--- config.mk ---
export PLATFORM = sky130hd
export DESIGN_NAME = fx3_transfer_controller
export DESIGN_NICKNAME = d
export VERILOG_FILES = /design/src/rtl/dd_pkg.sv /design/src/rtl/read_latency_pipe.sv /design/src/rtl/fx3_transfer_controller.sv
export SDC_FILE = /design/constraint.sdc
export NUM_CORES = 1
export LEC_CHECK = 0
export CAP_MARGIN = 20
export CORE_ASPECT_RATIO = 1.2
export CORE_MARGIN = 2
export CORE_UTILIZATION = 54
export CTS_CLUSTER_DIAMETER = 40
export DETAILED_ROUTE_END_ITERATION = 6
export PLACE_DENSITY = 0.79
export REMOVE_ABC_BUFFERS = 1
export SYNTH_ARGS = -nofsm -noshare
export SYNTH_HDL_FRONTEND = slang
export SYNTH_HIERARCHICAL = 1
export SYNTH_SLANG_ARGS = --single-unit
--- constraint.sdc ---
create_clock -name fx3_clock -period 2.03 [get_ports fx3_clock]
set_input_delay 0.406 -clock fx3_clock [delete_from_list [all_inputs] [get_ports fx3_clock]]
set_output_delay 0.406 -clock fx3_clock [all_outputs]
set_load 0.02 [all_outputs]
--- src/rtl/dd_pkg.sv ---
// Shared state encoding and default sizing for the FX3 transfer path.
package dd_pkg;

  typedef enum logic [2:0] {
    IDLE   = 3'd0,
    STREAM = 3'd1,
    FLUSH  = 3'd2,
    GAP    = 3'd3,
    HALT   = 3'd4
  } xferState_t;

  localparam int PACKET_WORDS_DEFAULT = 8192;
  localparam int READ_LATENCY_DEFAULT = 2;

endpackage

--- src/rtl/read_latency_pipe.sv ---
// Delays the FIFO read strobe to line up with valid data on the GPIF bus.
module read_latency_pipe #(
  parameter int READ_LATENCY = 2
) (
  input  logic fx3_clock,
  input  logic nReset,
  input  logic strobeIn,
  output logic strobeOut,
  output logic pipeEmpty
);

  logic [READ_LATENCY-1:0] pipe;
  logic [READ_LATENCY-1:0] pending;

  always_ff @(posedge fx3_clock or negedge nReset) begin
    if (!nReset) begin
      pipe <= '0;
    end else begin
      pipe[0] <= strobeIn;
      for (int i = 1; i < READ_LATENCY; i++) begin
        pipe[i] <= pipe[i-1];
      end
    end
  end

  // Strobes still behind the output stage; zero means the pipe is empty after this edge.
  assign pending   = pipe << 1;
  assign pipeEmpty = (pending == '0);
  assign strobeOut = pipe[READ_LATENCY-1];

endmodule

--- src/rtl/fx3_transfer_controller.sv ---
// Bursts one packet at a time from the sample FIFO to the FX3 GPIF bus,
// with abort-on-error and per-capture packet/error status.
module fx3_transfer_controller
  import dd_pkg::*;
#(
  parameter int PACKET_WORDS = PACKET_WORDS_DEFAULT,
  parameter int CNT_W        = $clog2(PACKET_WORDS),
  parameter int READ_LATENCY = READ_LATENCY_DEFAULT,
  parameter int GAP_CYCLES   = 4
) (
  input  logic        fx3_clock,
  input  logic        nReset,
  input  logic        collectData,
  input  logic        dataAvailable,
  input  logic        bufferError,
  input  logic        fx3_ready,
  output logic        readData,
  output logic        fx3_write,
  output logic        packetDone,
  output logic        streaming,
  output logic        errorLatched,
  output logic [15:0] packetCount
);

  localparam int                GAP_W     = (GAP_CYCLES > 1) ? $clog2(GAP_CYCLES) : 1;
  localparam logic [CNT_W-1:0]  LAST_WORD = CNT_W'(PACKET_WORDS - 1);
  localparam logic [GAP_W-1:0]  GAP_LAST  = GAP_W'(GAP_CYCLES - 1);

  xferState_t       state;
  logic [CNT_W-1:0] wordCnt;
  logic [GAP_W-1:0] gapCnt;
  logic             collectPrev;
  logic             collectRise;
  logic             haltReq;
  logic             pipeEmpty;

  assign collectRise = collectData & ~collectPrev;
  assign haltReq     = bufferError & collectData & (state != HALT);
  assign streaming   = (state == STREAM) || (state == FLUSH);

  read_latency_pipe #(
    .READ_LATENCY(READ_LATENCY)
  ) latencyPipe (
    .fx3_clock(fx3_clock),
    .nReset   (nReset),
    .strobeIn (readData),
    .strobeOut(fx3_write),
    .pipeEmpty(pipeEmpty)
  );

  always_ff @(posedge fx3_clock or negedge nReset) begin
    if (!nReset) begin
      state        <= IDLE;
      readData     <= 1'b0;
      packetDone   <= 1'b0;
      errorLatched <= 1'b0;
      packetCount  <= '0;
      wordCnt      <= '0;
      gapCnt       <= '0;
      collectPrev  <= 1'b0;
    end else begin
      collectPrev <= collectData;
      packetDone  <= 1'b0;
      if (collectRise) begin
        packetCount  <= '0;
        errorLatched <= 1'b0;
      end
      // An abort outranks every transition, including the last-read edge.
      if (haltReq) begin
        state        <= HALT;
        readData     <= 1'b0;
        wordCnt      <= '0;
        errorLatched <= 1'b1;
      end else begin
        unique case (state)
          IDLE: begin
            if (collectData && dataAvailable && fx3_ready) begin
              state    <= STREAM;
              readData <= 1'b1;
              wordCnt  <= '0;
            end
          end
          STREAM: begin
            if (wordCnt == LAST_WORD) begin
              state    <= FLUSH;
              readData <= 1'b0;
              wordCnt  <= '0;
            end else begin
              wordCnt <= wordCnt + 1'b1;
            end
          end
          FLUSH: begin
            if (pipeEmpty) begin
              state      <= GAP;
              gapCnt     <= '0;
              packetDone <= 1'b1;
              if (!collectRise) begin
                packetCount <= packetCount + 16'd1;
              end
            end
          end
          GAP: begin
            if (gapCnt == GAP_LAST) begin
              state <= IDLE;
            end else begin
              gapCnt <= gapCnt + 1'b1;
            end
          end
          HALT: begin
            if (!collectData) begin
              state <= IDLE;
            end
          end
          default: state <= IDLE;
        endcase
      end
    end
  end

endmodule

==> Word-level counts from Yosys, hierarchy flattened <==
Index checks and enable logic that the tools add are counted.
{ "word_totals": {"elab_cells": 71, "inputBits": 6, "regBits": 40} }
{ "classes": {"n_bitwise": 5, "n_reduce_logical": 12, "muxes": 28, "add_sub_neg": 3, "n_eq_ne": 14} }
{ "ops": {"columns": ["op", "n"], "rows": [
  ["16-bit two-way mux", 5],
  ["13-bit two-way mux", 3],
  ["13-bit case mux with 2 select lines", 1],
  ["3-bit two-way mux", 6],
  ["16-bit by 1-bit adder with 16-bit output, second input constant", 1],
  ["3-bit case mux with 5 select lines", 1],
  ["13-bit by 1-bit adder with 13-bit output, second input constant", 1],
  ["13-bit equality test, second input constant", 1],
  ["3-bit != test, second input constant", 4],
  ["1-bit two-way mux", 8],
  ["3-bit by 2-bit equality test with 1-bit output, second input constant", 2],
  ["3-bit by 2-bit != test with 1-bit output, second input constant", 2],
  ["5-bit AND reduction", 1],
  ["2-bit two-way mux", 2],
  ["2-bit case mux with 2 select lines", 1],
  ["4-bit AND reduction", 1],
  ["2-bit nonzero test", 2],
  ["1-bit AND", 3],
  ["3-bit by 1-bit equality test with 1-bit output, second input constant", 1],
  ["3-bit equality test, second input constant", 1],
  ["3-bit logical NOT", 1],
  ["3-bit AND reduction", 1],
  ["3-bit nonzero test", 1],
  ["2-bit by 1-bit adder with 2-bit output, second input constant", 1],
  ["9 further kinds", 11]
]} }

==> Depth between registers and ports, before layout <==
Gate-level depths: netlist of run 1.
{ "depth": {"ltp_word": 7, "mapped_depth": 7} }

==> Modules after synthesis <==
The synthesis of run 1 kept the hierarchy.
{ "by_module_without_submodules": {"columns": ["mod", "cells_each", "instances", "area_per_inst_um2", "seq_area_each_um2"], "rows": [
  ["fx3_transfer_controller", 209, 1, 1964.4, 950.9],
  ["read_latency_pipe", 3, 1, 53.8, 50.0]
]} }

==> Least setup slack after synthesis of run 1 <==
OpenSTA, ideal clock, no wires.
{ "synth_path": {"path_type": "input-to-reg", "from": "input collectData", "to": "register packetCount[5]", "t_arrival_ns": 1.807, "path_stages": 6, "setup_slack_ns": 0.145, "setup_ns": 0.078, "required_time_ns": 1.952, "path_buffers": 2, "path_cell_list": "buf_6 a21o_4 or4_4 buf_6 or3_1 a21oi_1"} }
{ "synth_between": {"elab_chain_cells": 6} }
{ "synth_rtl": {"columns": ["element", "line", "text"], "rows": [
  ["start: declaration", "fx3_transfer_controller.sv:13", "input logic collectData,"],
  ["1-bit AND", "fx3_transfer_controller.sv:37", "assign collectRise = collectData & ~collectPrev;"],
  ["16-bit two-way mux", "fx3_transfer_controller.sv:64", "if (collectRise) begin"],
  ["16-bit two-way mux", "fx3_transfer_controller.sv:97", "if (!collectRise) begin"],
  ["16-bit two-way mux", "fx3_transfer_controller.sv:93", "if (pipeEmpty) begin"],
  ["16-bit two-way mux", "fx3_transfer_controller.sv:75", "unique case (state)"],
  ["16-bit two-way mux (*)", "fx3_transfer_controller.sv:69", "if (haltReq) begin"],
  ["end signal: assignment", "fx3_transfer_controller.sv:98", "packetCount <= packetCount + 16'd1;"],
  ["end: declaration", "fx3_transfer_controller.sv:22", "output logic [15:0] packetCount"]
]} }
Mark *: on every way between the ends. The rest lies on a longest branch, timed or not.
A chain may end at the register's enable or synchronous reset.

==> Worst setup path in the final report of run 1 <==
{ "layout_path": {"from": "input bufferError", "to": "register packetCount[5]"} }
{ "layout_between": {"elab_chain_cells": 3} }
{ "layout_rtl": {"columns": ["element", "line", "text"], "rows": [
  ["start: declaration", "fx3_transfer_controller.sv:15", "input logic bufferError,"],
  ["1-bit AND (2 in series)", "fx3_transfer_controller.sv:38", "assign haltReq = bufferError & collectData & (state != HALT);"],
  ["16-bit two-way mux", "fx3_transfer_controller.sv:69", null]
]} }
Every way passes these cells.

==> summary.md, run 1 <==
| Metric | Value |
|---|---|
| Final Hold Viols | 0 |
| FMAX | 515 MHz |
| Final Critical Period | 1940 ps |
| Post-Syn Instances | 212 |
| Ys Warns | 6 |
| Largest net degree at the start of global routing | 23 |
| Static leakage | 1.10 nW |
| Vias per cell | 5.86 |
| Post-route DRC | 0 |
| Sw frac | 0.296 |
| Tcrit/Tclk final | 0.957 |
| Vias in the first global route | 1,611 |
| Primary FF master, synth | dfrtp_1 |
| Clock Skew | 8.99 ps |
| Worst setup SP type | input pin |
| Final GP Congestion | 0.803 |
| Die W | 59.8 µm |
| Synth cell count leaders | dfrtp_1, nor2_1, nand2_1, o21ai_0, nand3_1 |
| Postcts setup bufs | 0 |
| Count leader, synth | dfrtp_1 |
| Maximum vdd drop | 0.633 mV |
| Share of flip-flops with an asynchronous set or reset | 1.00 |
| Total CTS buffers | 5 |
| Cell Area, Synth | 2020 µm² |
| Final nets | 263 |
| First-pass GRT wire length | 7.07 mm |
| Total Routing Usage GR | 0.218 |
| Initial antenna violation count | 0 |
| Maximum capacitance violations | 0 |
| Non-Filler Instances | 294 |
| Clock Power Share | 0.311 |
| Grt ovf | 0 |
| Initial Utilization | 0.560 |
| Flop pwr share | 0.432 |
| EDFF count, synth | 0 |
| CTS Root Buffer Type | clkbuf_8 |
| Critical path fanouts, max | 10 |
| Site Rows | 24 |
| P_int | 1.62 mW |
| Seq/Total Area, Yosys | 0.496 |
| Crit Path Category | in -> reg |
| DP HPWL | 2.99 mm |
| Yosys top cell by area | dfrtp_1 |
| Place WS | -196 ps |
| Top Ports | 27 |
| CP Capture Type | flip-flop |
| Gate power share | 0.257 |
| Die ar. | 4240 µm² |
| Worst r2r path cells | 4 |
| Top post-synthesis cells by area | dfrtp_1, nor2_1, xnor2_1 |
| Routed wire per std cell | 14.1 µm |
| Die Span Y | 71.0 µm |
| Data arrival, critical path | 2170 ps |
| Synth Register Bits | 40 |
| First-pass DRT Iterations | 4 |
| Placed Cells | 286 |
| FF-to-FF Start | state[1]$_DFFE_PN0P_ |
| Layout Utilization | 0.707 |
| Core Area | 3600 µm² |
| Worst EP required | 2260 ps |
| Final setup violation count | 0 |
| DRT Wirelength | 4.15 mm |
| Drt initial violations | 87 |
| Vias | 1,723 |
| Syn Area/Cell | 9.52 µm² |
| Setup TNS | 0 ps |
| Slew @ Worst Pin | 463 ps |
| Slew Limit Fails | 0 |
| Final setup margin | 87.0 ps |
| Hold WC Path Type | in -> async |
| Layout cells sized above 1 | 0.137 |
| Run status | finished clean |
| Crit. Startpoint | bufferError |
| Top cell type's share of synthesized area | 0.496 |
| Routed Antenna Nets | 0 |
| Area Growth Syn to Fin | 26.2% |
| Pwr dens | 903 nW/µm² |
| CTS tree | built |
| CTS HTree Levels | 2 |
| Sw Pwr | 0.680 mW |
| IO buf count | 26 |
| Unique cell type count in the Yosys netlist | 41 |
| Worst-skew pair later-pin latency | 300 ps |
| Clock-pin slew on the worst setup and hold paths | 80 ps |
| RSZ-0062 raised after global routing | no |
| ANT cells | 0 |
| # fillers | 273 |
| Max-slew headroom | 0.691 |
| Clk buf depth | 2 |
| Sink Count | 40 |
[critical path: stages]
cell and delay [ps]:
clkdlybuf4s50_1 450, a21o_4 230, or4_4 550, or3_1 390, a21oi_2 140
[final timing paths]
check | end | slack, ps
hold / removal | errorLatched$_DFFE_PN0P_ | 50
setup / recovery | packetCount[5]$_DFF_PN0_ | 90
setup reg to reg | packetCount[5]$_DFF_PN0_ | 150
min in group fx3_clock | latencyPipe/pipe[1]$_DFF_PN0_ | 380
max in group asynchronous | wordCnt[8]$_DFFE_PN0P_ | 1510
hold reg to reg | latencyPipe/pipe[1]$_DFF_PN0_ | 380
[area by class of cell]
| class | count | area [µm²] | area share |
|---|---|---|---|
| repair buffers | 43 | 394 | 0.155 |
| clock inverters | 1 | 30.0 | 0.0118 |
| flip-flops and latches | 40 | 1000 | 0.393 |
| multi-input cells | 157 | 950 | 0.373 |
| clock buffers | 7 | 96.3 | 0.0378 |
| inverters | 7 | 26.3 | 0.0103 |
| well taps | 39 | 48.8 | 0.0192 |
[registers in the layout (all words and copies together) (netlist names)]
register          flops
packetDone            1
errorLatched          1
gapCnt                2
state                 3
wordCnt              13
packetCount          16
latencyPipe/pipe      2
collectPrev           1
readData              1
[placed cells by master, fill, tap and decap left out, types with 3 or more instances in the layout]
cell type and instances:
dfrtp_1 40, nor2_1 28, clkdlybuf4s50_1 24, nand2_1 19, o21ai_0 16, buf_4 16, nand3_1 13, xnor2_1 10
inv_1 7, nor3_1 7, clkbuf_8 7, nand4_1 6, a31oi_1 6, a21oi_1 5, xor2_1 4, o31ai_1 4
and3_1 3, or3_1 3, ha_1 3
[metrics by stage]
step	cell area (µm²)	hold slack [ps]	total power, mW
5_1_grt	2550	73.2	2.41
6_report	2550	50.3	2.30
2_1_floorplan	1970	110	1.32
4_1_cts	2540	55.1	2.31
3_3_place_gp	2410	361	1.58
3_5_place_dp	2410	362	1.60
[kinds of logic (layout without fill, tap and decap cells)]
| family | after synthesis | count (layout) | synth area share |
|---|---|---|---|
| and+or+nand+nor | 92 | 92 | 0.229 |
| AOI/OAI and AO/OA | 45 | 45 | 0.143 |
| DFF | 40 | 40 | 0.496 |
| buffers and inverters | 15 | 58 | 0.0372 |
| xor gates and xnor gates | 14 | 14 | 0.0608 |
| adders and majority gates | 3 | 3 | 0.0186 |
| muxes | 3 | 3 | 0.0161 |
[power groups by stage]
stage	clock network, mW	registers [mW]	logic [mW]
final	0.715	0.992	0.592
after global routing	0.752	1.00	0.653
after CTS	0.725	0.990	0.595
after detailed placement	0	1.01	0.598
after global placement	0	1.00	0.583
after floorplan	0	1.04	0.286
[layer usage]
metal / vias up / global-route usage / wire, µm
met2: 45 / 0.374 / 2140
li1: 842 / - / -
met3: 6 / 0.0530 / 166
met1: 830 / 0.255 / 1780
met5: - / 0 / 0
met4: 0 / 0.0889 / 59
[timing repair]
action	CTS	global route
cloned	0	0
hold buffers	0	0
endpoints found under the setup margin	1	9
resized for setup	1	3
(Power assumes the default switching activity.)
==> inputs of run 2 (changes only) <==
- CTS_CLUSTER_DIAMETER: 40 -> unset
==> results of run 2 <==
No change in the layout: final DEF, timing and power equal those of run 1.
==> inputs of run 3 (changes only) <==
- CAP_MARGIN: 20 -> 30
==> results of run 3 <==
No change in the layout: final DEF, timing and power equal those of run 1.
==> edit 1, RTL diff (config.mk and constraints of run 1) <==
`GAP_CYCLES`: 4 -> 2.
--- a/src/rtl/fx3_transfer_controller.sv
+++ b/src/rtl/fx3_transfer_controller.sv
@@ -8,3 +8,3 @@
   parameter int READ_LATENCY = READ_LATENCY_DEFAULT,
-  parameter int GAP_CYCLES   = 4
+  parameter int GAP_CYCLES   = 2
 ) (
Formal check against the unedited RTL: same outputs for any inputs over 10 cycles, from zero or initial values and one cycle with nReset low; that may be too few to reach the edited logic, so the function may still have changed.
==> edit 1 against run 1 <==
- design area decreased by 2.8%
- worst hold slack better by 0.11 ns
- clock skew is 0.0043 ns lower
- synthesized area rose by 0.87%
- worst setup slack better by 0.15 ns
- synthesized cell count is 3.8% lower
- utilization decreased by 2.5 points
- total power is 16% lower
- wire length is 5.6% lower
- critical path depth shrank 4
- sequential cell count down 1
- largest cell class is now multi-input gates
- highest routed layer unchanged
==> edit 1: results (changes against run 1) <==
metric,value,unit,change
grt_usage,21.4,%,was 21.8%
worstRegToRegCells,6,,was 4
dr_total_vias,1643,,was 1723
critPathLaunch,packetCount[3]$_DFF_PN0_,,was bufferError
ys_top_cells_by_area,"dfrtp_1 48%, nor2_1 3.9%, xnor2_1 3.9%, nand2_1 3.7%, a31oi_1 3.1%",,"was dfrtp_1 50%, nor2_1 5.2%, xnor2_1 4.3%, o21ai_0 4.0%, nand2_1 3.5%"
reg2reg_from,wordCnt[0]$_DFFE_PN0P_,,was state[1]$_DFFE_PN0P_
ys_types,50,,was 41
powerDensity,782,nW/um^2,was 903 nW/um^2
cpPeakStageDelay,0.65,ns,was 0.55 ns
synth_area_per_cell,9.98,um^2,was 9.52 um^2
nFillCells,279,,was 273
grt_pass1_wl,6940,um,was 7070 um
die_x,60.1,um,was 59.8 um
p_leak,1.04,nW,was 1.10 nW
final_cells,293,,was 294
p_switching,0.621,mW,was 0.680 mW
ir_drop,0.000613,V,was 0.000633 V
synth.area.mux_share,1.54,%,was 1.61%
cp.arrival,1.39,ns,was 2.17 ns
crit_family,buffers and inverters,,was simple AND/OR/NAND/NOR gates
hpwl,2850,um,was 2990 um
postPlaceCellArea,2400,um^2,was 2410 um^2
hold-worst-slack,0.160,ns,was 0.0503 ns
min_period,1.79,ns,was 1.94 ns
reg2reg_slack,0.27,ns,was 0.15 ns
gp_congestion,0.858,,was 0.803
cpMaxStageDelayCell,clkdlybuf4s50_1,,was or4_4
fin_skew,0.00472,ns,was 0.00899 ns
endpoint,packetCount[3],,was packetCount[5]$_DFF_PN0_
status,"complete, no violations",,unchanged
synth_compound_area_share,13.5,%,was 14.3%
synth-adder-area-share,1.23,%,was 1.86%
wire_per_inst,13.4,um,was 14.1 um
crit-reg2reg-capture,wordCnt[0]$_DFFE_PN0P_,,was packetCount[5]$_DFF_PN0_
crit_fanout,5,,was 10
drive_gt1_share,15.4,%,was 13.7%
maxSlewHeadroom,68.1,%,was 69.1%
edit 1: cell types whose count changed after synthesis, sizes merged, moves of 3 or more:
cell | before | now
nor2 | 28 | 22
o21ai | 16 | 10
a21oi | 7 | 11
a31oi | 6 | 10
nor2b | 1 | 4
edit 1: per-layer routing:
layer | vias to the layer above | routed length [um] | global-route usage, %
met5 | - | 0 | 0
met4 | 0 | 61 | 8.15
met3 | 5 | 155 | 5.60
met2 | 41 | 2000 | 34.3
met1 | 792 | 1700 | 27.4
li1 | 805 | - | -
edit 1: final cells by class:
class                   instances  area [um^2]  share of cell area (%)
inverters                       5         18.8                   0.758
repair buffers                 38          344                    13.9
well taps                      52         65.1                    2.63
clock buffers                   6         72.6                    2.93
multi-input cells             153         1000                    40.4
flip-flops and latches         39          976                    39.4
edit 1: worst reg2reg max path, delay by kind of cell, from the launching register on:
kind	cells	cell delay, ns
buf+inv	1	0.17
fa+ha+maj	1	0.25
mux	1	0.26
simple gates	3	0.59
flops	1	0.38
==> edit 2, RTL diff (config.mk and constraints of run 1) <==
Made on the original files. Encoding of `xferState_t`: now one-hot (5 bits for 5 states).
--- a/src/rtl/dd_pkg.sv
+++ b/src/rtl/dd_pkg.sv
@@ -3,8 +3,8 @@
 
-  typedef enum logic [2:0] {
-    IDLE   = 3'd0,
-    STREAM = 3'd1,
-    FLUSH  = 3'd2,
-    GAP    = 3'd3,
-    HALT   = 3'd4
+  typedef enum logic [4:0] {
+    IDLE   = 5'b00001,
+    STREAM = 5'b00010,
+    FLUSH  = 5'b00100,
+    GAP    = 5'b01000,
+    HALT   = 5'b10000
   } xferState_t;
Behaviour: same outputs for any inputs over 10 cycles, from zero or initial values and one cycle with nReset low; not proved beyond that.
==> edit 2 against run 1 <==
- clock skew is 0.00084 ns lower
- first-iteration DRC count is 130% higher
- wire length is 22% higher
- critical path depth fell by 1
- synthesized area is 13% higher
- worst setup slack gained 0.032 ns
- global-route usage up 2.0 points
- design area is 10% higher
- die area rose by 12%
- fmax is 1.7% higher
- sequential cell count increased by 2
- critical path type is now flip-flop to output port
Power is not compared: it rests on default switching activity, and its combinational part moved more than twofold at a synthesized area within 25%.
==> edit 2: results (changes against run 1) <==
metric,value,unit,change
status,"complete, no violations",,unchanged
cpPeakStageDelay,0.47,ns,was 0.55 ns
ys_top_cells_by_area,"dfrtp_1 45%, nand2_1 3.5%, nand4_1 3.3%, nand3_1 3.1%, mux2i_1 2.6%",,"was dfrtp_1 50%, nor2_1 5.2%, xnor2_1 4.3%, o21ai_0 4.0%, nand2_1 3.5%"
hpwl,3630,um,was 2990 um
reg2reg_from,wordCnt[0]$_DFFE_PN0P_,,was state[1]$_DFFE_PN0P_
clockRootBuffer,clkbuf_8,,unchanged
fin_skew,0.00815,ns,was 0.00899 ns
postPlaceCellArea,2720,um^2,was 2410 um^2
synth-adder-area-share,1.64,%,was 1.86%
nFillCells,337,,was 273
synthXorXnorAreaFrac,0.768,%,was 6.08%
ys_seq_area_share,46.1,%,was 49.6%
cpMaxStageDelayCell,dfrtp_1,,was or4_4
cp.arrival,1.51,ns,was 2.17 ns
grt_usage,23.8,%,was 21.8%
critPathLaunch,state[2]$_DFFE_PN0P_,,was bufferError
gp_congestion,0.885,,was 0.803
crit-reg2reg-capture,wordCnt[11]$_DFFE_PN0P_,,was packetCount[5]$_DFF_PN0_
nets,289,,was 263
routed_via_density,6.10,,was 5.86
maxSlewHeadroom,65.3,%,was 69.1%
drt-initial-drc-count,203,,was 87
dpl_worst_slack,-0.106,ns,was -0.196 ns
final_cells,334,,was 294
grt_pass1_vias,1910,,was 1611
endpoint,streaming,,was packetCount[5]$_DFF_PN0_
hold-worst-slack,0.173,ns,was 0.0503 ns
grt_pass1_wl,9020,um,was 7070 um
largestRegisters,"packetCount (16), wordCnt (13), state (5)",,"was packetCount (16), wordCnt (13), state (3)"
synth_common_cells,"41 x dfrtp_1, 21 x nand2_1, 14 x nand3_1, 12 x nand4_1",,"was 40 x dfrtp_1, 28 x nor2_1, 19 x nand2_1, 16 x o21ai_0, 13 x nand3_1"
ys_types,53,,was 41
reg2reg_slack,0.12,ns,was 0.15 ns
clk_latency,0.29,ns,
drive_gt1_share,13.9,%,was 13.7%
wire_per_inst,15.2,um,was 14.1 um
synth.area.mux_share,2.63,%,was 1.61%
fmax,0.523,GHz,was 0.515 GHz
crit_family,flip-flops,,was simple AND/OR/NAND/NOR gates
synth_area_per_cell,9.75,um^2,was 9.52 um^2
crit_fanout,7,,was 10
synth_compound_area_share,16.4,%,was 14.3%
clk_path_buf_depth,2,,unchanged
syn_to_final_growth,23.2,%,was 26.2%
worstRegToRegCells,5,,was 4
grt_max_degree,43,,was 23
==> edit 2: cell count changes in the layout (fill, tap and decap cells not counted), sizes merged, moves of 7 or more <==
cell / change
nor2: -22
xnor2: -9
nand2b: +7
nand4: +7
o21ai: -7
==> edit 2: per-layer routing <==
layer / wire [um] / share of wire (%) / global-route usage [%]
met5: 0 / 0 / 0
met4: 64 / 1.3 / 6.52
met3: 161 / 3.2 / 4.19
met2: 2580 / 51 / 42.8
met1: 2270 / 45 / 30.1
==> edit 2: layout make-up <==
class	count	area share, %
clock inverter	2	0.356
multi-input combinational	173	40.9
tap	54	2.40
inverter	9	1.20
timing repair buffer	49	15.2
clock buffer	5	2.45
sequential	42	37.5
==> edit 2: timing repair <==
item / in CTS / in global routing
gates cloned: 0 / 0
setup buffers: 0 / 1
setup endpoints to repair: 1 / 1
hold buffers: 0 / 0
gates resized for setup: 2 / 1
pin swaps: 0 / 1
